## src/rtl/stdio_uart_if.sv

```systemverilog
// stdio: val/data/rdy word channel shared by the stdout sink and stdin source.
interface stdio;
    logic        val;
    logic [15:0] data;
    logic        rdy;
    modport in  (input val, data, output rdy);
    modport out (output val, data, input rdy);
endinterface

```

## src/rtl/stdio_uart.sv

```systemverilog
// stdio_uart: stdout/stdin word FIFOs bridged to a UART pin pair, two bytes per word (hi first).
// Define STDIO_UART_PARITY_EN for 8E1 framing with parity checking; default is 8N1.
module stdio_uart #(
    parameter int CLKS_PER_BIT = 868,
    parameter int FIFO_DEPTH   = 16
) (
    input  logic clk_i,
    input  logic rst_ni,
    stdio.in     stdout_intf,
    stdio.out    stdin_intf,
    input  logic uart_rx_i,
    output logic uart_tx_o,
    input  logic err_clr_i,
    output logic frame_err_o,
    output logic ovf_err_o
);
    localparam int AW = $clog2(FIFO_DEPTH);
    localparam int CW = $clog2(CLKS_PER_BIT);
    localparam logic [CW-1:0] BIT_END  = CW'(CLKS_PER_BIT - 1);
    localparam logic [CW-1:0] HALF_END = CW'(CLKS_PER_BIT / 2 - 1);

`ifdef STDIO_UART_PARITY_EN
    typedef enum logic [2:0] {IDLE, START, DATA, PARITY, STOP, HOLD} state_e;
`else
    typedef enum logic [2:0] {IDLE, START, DATA, STOP, HOLD} state_e;
`endif

    function automatic logic full_f(input logic [AW:0] w, input logic [AW:0] r);
        return (w ^ r) == {1'b1, {AW{1'b0}}};
    endfunction

    logic [15:0]   tx_mem_q [FIFO_DEPTH];
    logic [15:0]   rx_mem_q [FIFO_DEPTH];
    logic [AW:0]   tx_wr_q, tx_wr_d, tx_rd_q, tx_rd_d, rx_wr_q, rx_wr_d, rx_rd_q, rx_rd_d;
    logic          tx_rdy_q, tx_push, tx_pop, tx_empty, rx_push, rx_acc, rx_pop, rx_empty, rx_full;
    logic [15:0]   tx_head;
    state_e        tx_st_q, tx_st_d, rx_st_q, rx_st_d;
    logic [CW-1:0] tx_cnt_q, tx_cnt_d, rx_cnt_q, rx_cnt_d;
    logic [2:0]    tx_bit_q, tx_bit_d, rx_bit_q, rx_bit_d;
    logic [7:0]    tx_byte_q, tx_byte_d, tx_lo_q, tx_lo_d, rx_byte_q, rx_byte_d, rx_hi_q, rx_hi_d;
    logic          tx_hi_q, tx_hi_d, tx_q, tx_d, tx_tick, rx_tick, rx_ok, rx_ph_q, rx_ph_d;
    logic          rx_s1_q, rx_s2_q, rx_s3_q, ferr_set, ferr_q, ferr_d, ovf_q, ovf_d;
`ifdef STDIO_UART_PARITY_EN
    logic          rx_perr_q, rx_perr_d;
    assign rx_ok = rx_s2_q && !rx_perr_q;
`else
    assign rx_ok = rx_s2_q;
`endif

    assign tx_push  = stdout_intf.val && tx_rdy_q;
    assign tx_empty = tx_wr_q == tx_rd_q;
    assign tx_head  = tx_mem_q[tx_rd_q[AW-1:0]];
    assign tx_wr_d  = tx_wr_q + (AW+1)'(tx_push);
    assign tx_rd_d  = tx_rd_q + (AW+1)'(tx_pop);
    assign rx_empty = rx_wr_q == rx_rd_q;
    assign rx_full  = full_f(rx_wr_q, rx_rd_q);
    assign rx_acc   = rx_push && !rx_full;
    assign rx_pop   = !rx_empty && stdin_intf.rdy;
    assign rx_wr_d  = rx_wr_q + (AW+1)'(rx_acc);
    assign rx_rd_d  = rx_rd_q + (AW+1)'(rx_pop);
    assign ferr_d   = ferr_set || (ferr_q && !err_clr_i);
    assign ovf_d    = (rx_push && rx_full) || (ovf_q && !err_clr_i);

    assign stdout_intf.rdy = tx_rdy_q;
    assign stdin_intf.val  = !rx_empty;
    assign stdin_intf.data = rx_mem_q[rx_rd_q[AW-1:0]];
    assign uart_tx_o       = tx_q;
    assign frame_err_o     = ferr_q;
    assign ovf_err_o       = ovf_q;

    always_comb begin
        tx_st_d   = tx_st_q;
        tx_tick   = tx_cnt_q == BIT_END;
        tx_cnt_d  = tx_tick ? '0 : tx_cnt_q + CW'(1);
        tx_bit_d  = tx_bit_q;
        tx_byte_d = tx_byte_q;
        tx_lo_d   = tx_lo_q;
        tx_hi_d   = tx_hi_q;
        tx_d      = tx_q;
        tx_pop    = 1'b0;
        case (tx_st_q)
            IDLE: begin
                tx_cnt_d = '0;
                if (!tx_empty) begin
                    tx_pop               = 1'b1;
                    {tx_byte_d, tx_lo_d} = tx_head;
                    tx_hi_d              = 1'b1;
                    tx_st_d              = START;
                    tx_d                 = 1'b0;
                end
            end
            START: if (tx_tick) begin
                tx_st_d  = DATA;
                tx_bit_d = '0;
                tx_d     = tx_byte_q[0];
            end
            DATA: if (tx_tick) begin
                if (tx_bit_q == 3'd7) begin
`ifdef STDIO_UART_PARITY_EN
                    tx_st_d = PARITY;
                    tx_d    = ^tx_byte_q;
`else
                    tx_st_d = STOP;
                    tx_d    = 1'b1;
`endif
                end else begin
                    tx_bit_d = tx_bit_q + 3'd1;
                    tx_d     = tx_byte_q[tx_bit_q + 3'd1];
                end
            end
`ifdef STDIO_UART_PARITY_EN
            PARITY: if (tx_tick) begin
                tx_st_d = STOP;
                tx_d    = 1'b1;
            end
`endif
            STOP: if (tx_tick) begin
                // hi byte's stop runs straight into the lo byte's start
                tx_st_d   = tx_hi_q ? START : IDLE;
                tx_d      = !tx_hi_q;
                tx_byte_d = tx_lo_q;
                tx_hi_d   = 1'b0;
            end
            default: tx_st_d = IDLE;
        endcase
    end

    always_comb begin
        rx_st_d   = rx_st_q;
        rx_tick   = rx_cnt_q == BIT_END;
        rx_cnt_d  = rx_tick ? '0 : rx_cnt_q + CW'(1);
        rx_bit_d  = rx_bit_q;
        rx_byte_d = rx_byte_q;
        rx_hi_d   = rx_hi_q;
        rx_ph_d   = rx_ph_q;
        rx_push   = 1'b0;
        ferr_set  = 1'b0;
`ifdef STDIO_UART_PARITY_EN
        rx_perr_d = rx_perr_q;
`endif
        case (rx_st_q)
            IDLE: begin
                rx_cnt_d = '0;
                if (rx_s3_q && !rx_s2_q) rx_st_d = START;
            end
            START: if (rx_cnt_q == HALF_END) begin
                rx_cnt_d = '0;
                rx_bit_d = '0;
                rx_st_d  = rx_s2_q ? IDLE : DATA;
            end
            DATA: if (rx_tick) begin
                rx_byte_d = {rx_s2_q, rx_byte_q[7:1]};
                rx_bit_d  = rx_bit_q + 3'd1;
`ifdef STDIO_UART_PARITY_EN
                if (rx_bit_q == 3'd7) rx_st_d = PARITY;
`else
                if (rx_bit_q == 3'd7) rx_st_d = STOP;
`endif
            end
`ifdef STDIO_UART_PARITY_EN
            PARITY: if (rx_tick) begin
                rx_perr_d = rx_s2_q ^ (^rx_byte_q);
                rx_st_d   = STOP;
            end
`endif
            STOP: if (rx_tick) begin
                if (rx_ok) begin
                    rx_st_d = IDLE;
                    rx_ph_d = !rx_ph_q;
                    rx_hi_d = rx_ph_q ? rx_hi_q : rx_byte_q;
                    rx_push = rx_ph_q;
                end else begin
                    ferr_set = 1'b1;
                    rx_ph_d  = 1'b0;
                    rx_st_d  = HOLD;
                end
            end
            HOLD: begin
                rx_cnt_d = '0;
                if (rx_s2_q) rx_st_d = IDLE;
            end
            default: rx_st_d = IDLE;
        endcase
    end

    always_ff @(posedge clk_i) begin
        if (tx_push) tx_mem_q[tx_wr_q[AW-1:0]] <= stdout_intf.data;
        if (rx_acc) rx_mem_q[rx_wr_q[AW-1:0]] <= {rx_hi_q, rx_byte_q};
    end

    always_ff @(posedge clk_i or negedge rst_ni) begin
        if (!rst_ni) begin
            tx_wr_q   <= '0;
            tx_rd_q   <= '0;
            rx_wr_q   <= '0;
            rx_rd_q   <= '0;
            tx_rdy_q  <= 1'b0;
            tx_st_q   <= IDLE;
            tx_cnt_q  <= '0;
            tx_bit_q  <= '0;
            tx_byte_q <= '0;
            tx_lo_q   <= '0;
            tx_hi_q   <= 1'b0;
            tx_q      <= 1'b1;
            rx_st_q   <= IDLE;
            rx_cnt_q  <= '0;
            rx_bit_q  <= '0;
            rx_byte_q <= '0;
            rx_hi_q   <= '0;
            rx_ph_q   <= 1'b0;
            rx_s1_q   <= 1'b1;
            rx_s2_q   <= 1'b1;
            rx_s3_q   <= 1'b1;
            ferr_q    <= 1'b0;
            ovf_q     <= 1'b0;
`ifdef STDIO_UART_PARITY_EN
            rx_perr_q <= 1'b0;
`endif
        end else begin
            tx_wr_q   <= tx_wr_d;
            tx_rd_q   <= tx_rd_d;
            rx_wr_q   <= rx_wr_d;
            rx_rd_q   <= rx_rd_d;
            tx_rdy_q  <= !full_f(tx_wr_d, tx_rd_d);
            tx_st_q   <= tx_st_d;
            tx_cnt_q  <= tx_cnt_d;
            tx_bit_q  <= tx_bit_d;
            tx_byte_q <= tx_byte_d;
            tx_lo_q   <= tx_lo_d;
            tx_hi_q   <= tx_hi_d;
            tx_q      <= tx_d;
            rx_st_q   <= rx_st_d;
            rx_cnt_q  <= rx_cnt_d;
            rx_bit_q  <= rx_bit_d;
            rx_byte_q <= rx_byte_d;
            rx_hi_q   <= rx_hi_d;
            rx_ph_q   <= rx_ph_d;
            rx_s1_q   <= uart_rx_i;
            rx_s2_q   <= rx_s1_q;
            rx_s3_q   <= rx_s2_q;
            ferr_q    <= ferr_d;
            ovf_q     <= ovf_d;
`ifdef STDIO_UART_PARITY_EN
            rx_perr_q <= rx_perr_d;
`endif
        end
    end
endmodule
```

## src/flat_wrapper.sv

```systemverilog
// flat-port wrapper written by rule: the top's interface ports become plain ports
module stdio_uart_flat 
#(
    parameter int CLKS_PER_BIT = 868,
    parameter int FIFO_DEPTH   = 16
)
  (clk_i, rst_ni, uart_rx_i, uart_tx_o, err_clr_i, frame_err_o, ovf_err_o, stdout_intf_val, stdout_intf_data, stdout_intf_rdy, stdin_intf_val, stdin_intf_data, stdin_intf_rdy);
  stdio stdout_intf_i ();
  stdio stdin_intf_i ();
  input  logic clk_i;
  input  logic rst_ni;
  input  logic uart_rx_i;
  output logic uart_tx_o;
  input  logic err_clr_i;
  output logic frame_err_o;
  output logic ovf_err_o;
  input wire logic [$bits(stdout_intf_i.val)-1:0] stdout_intf_val;
  input wire logic [$bits(stdout_intf_i.data)-1:0] stdout_intf_data;
  output wire logic [$bits(stdout_intf_i.rdy)-1:0] stdout_intf_rdy;
  output wire logic [$bits(stdin_intf_i.val)-1:0] stdin_intf_val;
  output wire logic [$bits(stdin_intf_i.data)-1:0] stdin_intf_data;
  input wire logic [$bits(stdin_intf_i.rdy)-1:0] stdin_intf_rdy;
  assign stdout_intf_i.val = stdout_intf_val;
  assign stdout_intf_i.data = stdout_intf_data;
  assign stdout_intf_rdy = stdout_intf_i.rdy;
  assign stdin_intf_val = stdin_intf_i.val;
  assign stdin_intf_data = stdin_intf_i.data;
  assign stdin_intf_i.rdy = stdin_intf_rdy;
  stdio_uart #(.CLKS_PER_BIT(CLKS_PER_BIT), .FIFO_DEPTH(FIFO_DEPTH)) u_core (.clk_i(clk_i), .rst_ni(rst_ni), .stdout_intf(stdout_intf_i), .stdin_intf(stdin_intf_i), .uart_rx_i(uart_rx_i), .uart_tx_o(uart_tx_o), .err_clr_i(err_clr_i), .frame_err_o(frame_err_o), .ovf_err_o(ovf_err_o));
endmodule
```

## config.mk

```make
export PLATFORM = sky130hd
export DESIGN_NAME = stdio_uart_flat
export DESIGN_NICKNAME = d
export VERILOG_FILES = /design/src/rtl/stdio_uart_if.sv /design/src/rtl/stdio_uart.sv /design/src/flat_wrapper.sv
export SDC_FILE = /design/constraint.sdc
export NUM_CORES = 1
export LEC_CHECK = 0
export BUFFER_PORTS_ARGS = -buffer_cell sky130_fd_sc_hd__buf_2
export CAP_MARGIN = 20
export CORE_ASPECT_RATIO = 0.6
export CORE_MARGIN = 4
export CORE_UTILIZATION = 65
export CTS_CLUSTER_DIAMETER = 40
export DETAILED_ROUTE_END_ITERATION = 16
export PLACE_DENSITY = 0.78
export SLEW_MARGIN = 0
export SYNTH_ARGS = -nofsm -noshare
export SYNTH_HDL_FRONTEND = slang
export SYNTH_SLANG_ARGS = --single-unit
```

## constraint.sdc

```tcl
create_clock -name clk_i -period 8.8 [get_ports clk_i]
set_clock_uncertainty 0.1 [all_clocks]
set_input_delay 1.76 -clock clk_i [delete_from_list [all_inputs] [get_ports clk_i]]
set_output_delay 1.76 -clock clk_i [all_outputs]
set_load 0.005 [all_outputs]
```

# == Word-level counts from Yosys, hierarchy flattened ==
# Memory sizes are Yosys's and may differ from the RTL's.
# Cells that the tools add are included.
# totals
ram_bits,512
inputBits,22
out_inout_bits,21
n_memories,2
wordCells,154
register_bits,93
# op_classes
n_eq_ne,28
muxes,55
bitwise_logic,4
add_sub_neg,8
n_lt_le_gt_ge,1
reduce_logical,33
# memory_table
memory,depth,width,read_ports,rd_clocked_by_memory_dff,wr,line_no,text
u_core.rx_mem_q,16,16,1,0,1,stdio_uart.sv:33,logic [15:0] rx_mem_q [FIFO_DEPTH];
u_core.tx_mem_q,16,16,1,0,1,stdio_uart.sv:32,logic [15:0] tx_mem_q [FIFO_DEPTH];
# op_table
cell,n
3-bit two-way mux,17
10-bit two-way mux,4
1-bit two-way mux,22
10-bit by 1-bit adder with 10-bit output (second input constant),2
5-bit by 1-bit adder with 5-bit output,4
10-bit equality test (second input constant),2
2-bit by 1-bit != test with 1-bit output (second input constant),10
10-bit one-hot mux with 2 select lines,1
8-bit two-way mux,2
8-bit one-hot mux with 2 select lines,1
3-bit one-hot mux with 5 select lines,1
3-bit by 2-bit equality test with 1-bit output (second input constant),4
3-bit one-hot mux with 2 select lines,2
3-bit one-hot mux with 4 select lines,1
10-bit by 9-bit equality test with 1-bit output (second input constant),1
5-bit equality test,2
5-bit equality test (second input constant),2
5-bit AND reduction,2
5-bit XOR,2
3-bit equality test (second input constant),3
4-bit AND reduction,2
1-bit logical AND,7
1-bit zero test,7
3-bit by 1-bit adder with 3-bit output (second input constant),2
other kinds (16),26

# == Logic depth before layout (Yosys ltp) ==
# Gate-level depths: netlist of run 1.
# depth
word_depth,7
ltp_mapped,13
mapped_depth_nobuf,10

# == Least setup slack after synthesis of run 1 ==
# OpenSTA, ideal clock, no wires.
# synth_path
path_type,input -> register
from,input stdout_intf_val
to,memory u_core.tx_mem_q[0][0] (enable)
arrival_time_ns,3.662
required_time_ns,8.291
slack_ns,4.629
n_path_buf,1
setup_time_ns,0.409
path_stages,4
cell_sequence,and2_1 -> clkbuf_1 -> or3b_2 -> nor3_1
# synth_via
elab_chain_cells,3
# synth_rtl
element,line_no,text
from (decl),flat_wrapper.sv:17,input wire logic [$bits(stdout_intf_i.val)-1:0] stdout_intf_val;
1-bit logical AND,stdio_uart.sv:50,assign tx_push = stdout_intf.val && tx_rdy_q;
1-bit two-way mux,stdio_uart.sv:187,if (tx_push) tx_mem_q[tx_wr_q[AW-1:0]] <= stdout_intf.data;
1-bit two-way mux (implied by the code),stdio_uart.sv:187,
to (decl),stdio_uart.sv:32,
# Every way passes these cells.

# == Worst setup path after layout of run 1 ==
# layout_path
from,register u_core.rx_rd_q[0]
to,output stdin_intf_data[0]
# layout_via
elab_chain_cells,1
# layout_rtl
element,line_no,text
from (decl),stdio_uart.sv:34,"logic [AW:0] tx_wr_q, tx_wr_d, tx_rd_q, tx_rd_d, rx_wr_q, rx_wr_d, rx_rd_q, rx_rd_d;"
from (signal assigned),stdio_uart.sv:223,rx_rd_q <= rx_rd_d;
memory read 16 x 16 bit,n/a,
to (decl),flat_wrapper.sv:21,output wire logic [$bits(stdin_intf_i.data)-1:0] stdin_intf_data;
# Every way passes these cells.

==> results.cfg, run 1 <==
[run_status]
status = finished clean

[worst_setup_path]
cp.required_ns = 6.94
r2r_cells = 7
cp-start-kind = flop
path_common_cell = mux4_2
rrSetupSlack_ns = 5.32
worstPathCellList = buf_4 -> buf_16 -> mux4_2 -> mux4_2 -> buf_2
startpoint = u_core.rx_rd_q[0]$_DFF_PN0_
cp_slowest_cell = dfrtp_4
worst_r2r_endpoint = u_core.rx_mem_q[7][11]$_DFFE_PP_
endpoint = stdin_intf_data[0]
cp.arrival_ns = 3.09
path_max_fanout = 46
crit_buf_inv = 3
slowest_delay_ns = 0.60
critical_path_class = flop to output pin
r2r-start = u_core.rx_rd_q[1]$_DFF_PN0_
endpoint_kind = output pin
path_depth = 5
worst_path_dominant_cell_family = multiplexers

[final_layout]
drive_above_1_share_pct = 28.03
nNetsFinal = 1302
num-fill-cells = 1960
layout.cells.non_filler = 1769
synthToLayoutAreaGrowth_pct = 11.27
layout_common_cells = edfxtp_1, mux4_2, dfrtp_1
final_common_cell = edfxtp_1
antennaDiodeCount = 0
final_util_pct = 74.17

[floorplan]
initial_core_util_pct = 66.66
core-area_mm2 = 0.03548
die_y_um = 155.8
die_area_mm2 = 0.03960
io_pins = 43
fp-row-count = 53
fp.dieW_um = 254.3

[timing]
worst_slew_pin_slew_ns = 1.114
rsz0062_at_grt = false
min_period_ns = 4.952
maxSlewHeadroom_pct = 25.68
drv_slew = 0
fmaxAchievable_mhz = 201.9
finalHoldViolCount = 0
min_period_over_period_pct = 56.28
setup_viol = 0
setup_tns_ns = 0

[clock_tree]
insertion_delay_ns = 0.58
cts_hold_buf = 0
post-cts-setup-buffers = 0
cts_tree = done
clockBufferDepth = 3
root_buffer = clkbuf_16
cts_resized = 0
cts.sinks = 604
cts_inserted_buffers = 52
clkTransAtPathRegs_ns = 0.06
cts_max_level = 2

[power_and_ir_drop]
power_mw = 7.131
leakagePower_nw = 8.165
peakVddDrop_uv = 216.0
p_per_area_mw_per_mm2 = 271.0

[global_routing]
grt_max_degree = 71
grt_pass1_vias = 11700
antenna_found_initial = 0
grt_usage_pct = 26.57
grt_pass1_wl_um = 76510
grt_overflow_total = 0

[yosys]
ys_types = 55
postSynthCellCount = 1185
syn_area_per_cell_um2 = 19.96
synth_area_leader_cell = edfxtp_1
synthFlopType = edfxtp_1
synth_area_mm2 = 0.02365
synth_area_leaders = edfxtp_1, mux4_2, dfrtp_1, ha_1, o22ai_1
synth_seq_cells = 604
synth_nets = 1227
async_flop_share_pct = 15.23
synth_top_area_share_pct = 65.01
synth_warnings = 0
ys_seq_area_share_pct = 74.77
synth_edf_count = 512

[run]
max_cap_violations = 0

[drt]
drc = 0
wl_per_cell_um = 28.75
drtPass1Iterations = 7
via_count = 11780
antenna_left = 0
drt_wl_total_um = 50860
vias_per_cell = 6.657
first_iter_violations = 1471

[placed_design]
place_inst = 1672
dp_hpwl_um = 28750
gp_congestion = 0.8082
port_buffers = 42

[worst_hold_path]
hold_path.class = flop to flop
cells in the mapped netlist (19+ instances only):
master    count
buf_2        19
edfxtp_1    512
nor2_1       55
nand2_1      36
xor2_1       20
clkbuf_1     20
ha_1         20
dfrtp_1      88
xnor2_1      23
nand3_1      23
o22ai_1      37
mux4_2      137
final cells by class:
cell class | count | area, um2 | area share [%]
inverters | 14 | 52.55 | 0.1997
well taps | 467 | 584.3 | 2.220
flip-flops and latches | 604 | 17690 | 67.23
clock buffers | 75 | 1521 | 5.782
clock inverters | 21 | 212.7 | 0.8083
repair buffers | 79 | 510.5 | 1.940
multi-input cells | 509 | 5742 | 21.82
sequential cells by signal, indices dropped and copies added (netlist names), 2 cells and up:
register	flops
u_core.tx_st_q	2
u_core.rx_st_q	3
u_core.rx_hi_q	8
u_core.tx_mem_q	256
u_core.rx_mem_q	256
u_core.tx_bit_q	3
u_core.rx_cnt_q	10
u_core.rx_wr_q	5
u_core.tx_rd_q	5
u_core.tx_byte_q	8
u_core.rx_rd_q	5
u_core.rx_bit_q	3
u_core.tx_cnt_q	10
u_core.tx_lo_q	8
u_core.rx_byte_q	8
u_core.tx_wr_q	5
metal layers:
layer	wire length, um	track usage, %	vias to the layer above
met4	745	4.541	0
li1	-	-	4936
met3	5702	6.631	64
met1	21860	43.66	6102
met2	22550	37.78	674
met5	0	0	-
how the worst min path moves through the flow:
| stage | startpoint | to | slack, ns | cells past startpoint |
|---|---|---|---|---|
| after detailed placement | u_core.rx_s1_q$_DFF_PN1_ | u_core.rx_ok$_DFF_PN1_ | 0.26 | 0 |
| after floorplan | u_core.rx_s1_q$_DFF_PN1_ | u_core.rx_ok$_DFF_PN1_ | 0.25 | 0 |
| final | u_core.rx_s1_q$_DFF_PN1_ | u_core.rx_ok$_DFF_PN1_ | 0.27 | 0 |
| after global routing | u_core.rx_s1_q$_DFF_PN1_ | u_core.rx_ok$_DFF_PN1_ | 0.27 | 0 |
| after CTS | u_core.rx_s1_q$_DFF_PN1_ | u_core.rx_ok$_DFF_PN1_ | 0.27 | 0 |
| after global placement | u_core.rx_s1_q$_DFF_PN1_ | u_core.rx_ok$_DFF_PN1_ | 0.25 | 0 |
worst register-to-register path, stage by stage (launching register included):
cell,delay [ns]
dfrtp_2,0.47
buf_4,0.69
xor2_1,0.21
nor4_1,0.13
a2111oi_4,0.53
nand3b_1,0.33
nor2_2,0.31
buf_4,0.37
power breakdown:
group          total (mW)  switching, mW  internal, mW
sequential           3.50          0.180          3.32
combinational        1.32          0.745         0.578
clock                2.31           1.01          1.30
cell families (layout without fill, tap and decap cells):
logic type | Yosys count | count (layout) | share of synthesized area [%]
AOI/OAI and AO/OA | 96 | 96 | 2.820
xor gates and xnor gates | 43 | 43 | 1.593
adders and majority gates | 20 | 20 | 1.058
buffers and inverters | 72 | 189 | 1.354
DFF | 604 | 604 | 74.77
muxes | 173 | 173 | 14.67
and+or+nand+nor | 177 | 177 | 3.741
through the flow:
step	setup WS [ns]	instance area, um2	hold slack, ns
3_5_place_dp	4.056	24550	0.2557
6_report	3.848	26320	0.2689
3_3_place_gp	4.125	24550	0.2506
5_1_grt	3.682	26320	0.2736
4_1_cts	3.462	26290	0.2730
2_1_floorplan	4.629	23650	0.2452
(Power assumes the default switching activity.)
==> run 2, diff against run 1 <==
Settings changed: CORE_UTILIZATION 65 to 62, PLACE_DENSITY 0.78 to 0.75.
Clock period 8.8 ns to 4.8 ns, I/O delays scaled along.
==> run 2 against run 1 <==
- critical path depth fell by 1
- worst hold slack got worse by 0.013 ns
- setup slack got worse by 3.1 ns
- final cell count rose by 3.2%
- sequential power rose by 84%
- die area rose by 4.6%
==> results.cfg, run 2 (synthesis gave the netlist of run 1 again) <==
[clock_tree]
cts_hold_buf = 0
cts_inserted_buffers = 53
clkTransAtPathRegs_ns = 0.06
post-cts-setup-buffers = 0
cts.sinks = 604
cts_max_level = 2
clockBufferDepth = 3
root_buffer = clkbuf_16
cts_resized = 0
insertion_delay_ns = 0.58
cts_tree = done

[timing]
min_period_over_period_pct = 83.93
setup_viol = 0
setup_tns_ns = 0
drv_slew = 0
maxSlewHeadroom_pct = 29.56
fmaxAchievable_mhz = 248.2
rsz0062_at_grt = false
min_period_ns = 4.029
finalHoldViolCount = 0
worst_slew_pin_slew_ns = 1.057

[worst_setup_path]
cp.required_ns = 3.74
cp-start-kind = flop
endpoint_kind = output pin
critical_path_class = flop to output pin
rrSetupSlack_ns = 1.54
path_max_fanout = 33
startpoint = u_core.rx_rd_q[1]$_DFF_PN0_
cp.arrival_ns = 2.97
r2r-start = u_core.rx_cnt_q[0]$_DFF_PN0_

[final_layout]
multi_input_area_mm2 = 0.005734
drive_above_1_share_pct = 28.28
layout.cells.non_filler = 1825
synthToLayoutAreaGrowth_pct = 12.09
nNetsFinal = 1310
antennaDiodeCount = 0
layout_common_cells = edfxtp_1, mux4_2, dfrtp_1
num-fill-cells = 2247
seqCellArea_mm2 = 0.01769
final_common_cell = edfxtp_1

[global_routing]
met2_usage_pct = 34.27
grt_pass1_vias = 11910
grt_pass1_wl_um = 77070
grt_usage_pct = 25.05
grt.busiest_layer = met1
grt_overflow_total = 0
use_met3_pct = 6.962
grt_max_degree = 67
grtUsageMet1_pct = 41.89
antenna_found_initial = 1

[floorplan]
fp.dieW_um = 260.1
initial_core_util_pct = 62.83
die_y_um = 159.3
core-area_mm2 = 0.03764
io_pins = 43
die_area_mm2 = 0.04143
fp-row-count = 55

[power_and_ir_drop]
p_per_area_mw_per_mm2 = 500.6
power_mw = 13.27
peakVddDrop_uv = 364.4
leakagePower_nw = 8.249

[drt]
wl_per_cell_um = 27.59
drc = 0
first_iter_violations = 1538
via_count = 11770
drtPass1Iterations = 7
drt_wl_total_um = 50350
antenna_left = 0
vias_per_cell = 6.449

[placed_design]
port_buffers = 42
dp_hpwl_um = 29830
gp_congestion = 0.7762
place_inst = 1726

[worst_hold_path]
worstHoldStart = u_core.rx_s1_q$_DFF_PN1_
hold_path.class = flop to flop

[run]
max_cap_violations = 0

[run_status]
status = finished clean
[run 2: final cells by class]
| type | count | share of cell area [%] |
|---|---|---|
| inverters | 14 | 0.1982 |
| clock buffers | 71 | 5.645 |
| clock inverters | 28 | 1.241 |
| multi-input cells | 509 | 21.63 |
| flip-flops and latches | 604 | 66.74 |
| repair buffers | 86 | 2.124 |
| well taps | 513 | 2.421 |
[run 2: worst paths after layout]
kind | depth (start not counted) | endpoint
setup / recovery | 4 | stdin_intf_data[6]
hold / removal | 0 | u_core.rx_ok$_DFF_PN1_
setup reg to reg | 7 | u_core.rx_mem_q[14][10]$_DFFE_PP_
hold reg to reg | 0 | u_core.rx_ok$_DFF_PN1_
max in group asynchronous | 2 | u_core.uart_tx_o$_DFFE_PN1P_
min in group asynchronous | 1 | u_core.rx_wr_q[2]$_DFF_PN0_
[run 2: metal layers]
layer / up-vias / share of wire, %
li1: 4957 / -
met1: 6157 / 44
met2: 591 / 43
met3: 62 / 11
met4: 2 / 1.4
met5: - / 0.024
[run 2: report_power, final]
part	total, mW	switching, mW	internal, mW
clock network	4.41	1.84	2.57
logic	2.43	1.36	1.07
registers	6.43	0.342	6.09
[run 2: metrics by stage]
stage | hold slack, ns | utilization, % | setup WS, ns | cell area, um2
floorplan | 0.2452 | - | 1.239 | 23650
global placement | 0.2462 | 65.53 | 1.349 | 24670
detailed placement | 0.2478 | 65.57 | 1.319 | 24680
CTS | 0.2571 | 70.42 | 0.6956 | 26510
global route | 0.2580 | 70.42 | 0.5877 | 26510
finish | 0.2564 | 70.42 | 0.7711 | 26510
[run 2: worst max-delay path, cell delays in order, from the launching register on]
cell and delay [ns]:
dfrtp_2 0.90, buf_4 0.43, mux4_2 0.40, mux4_2 0.48, buf_2 0.14
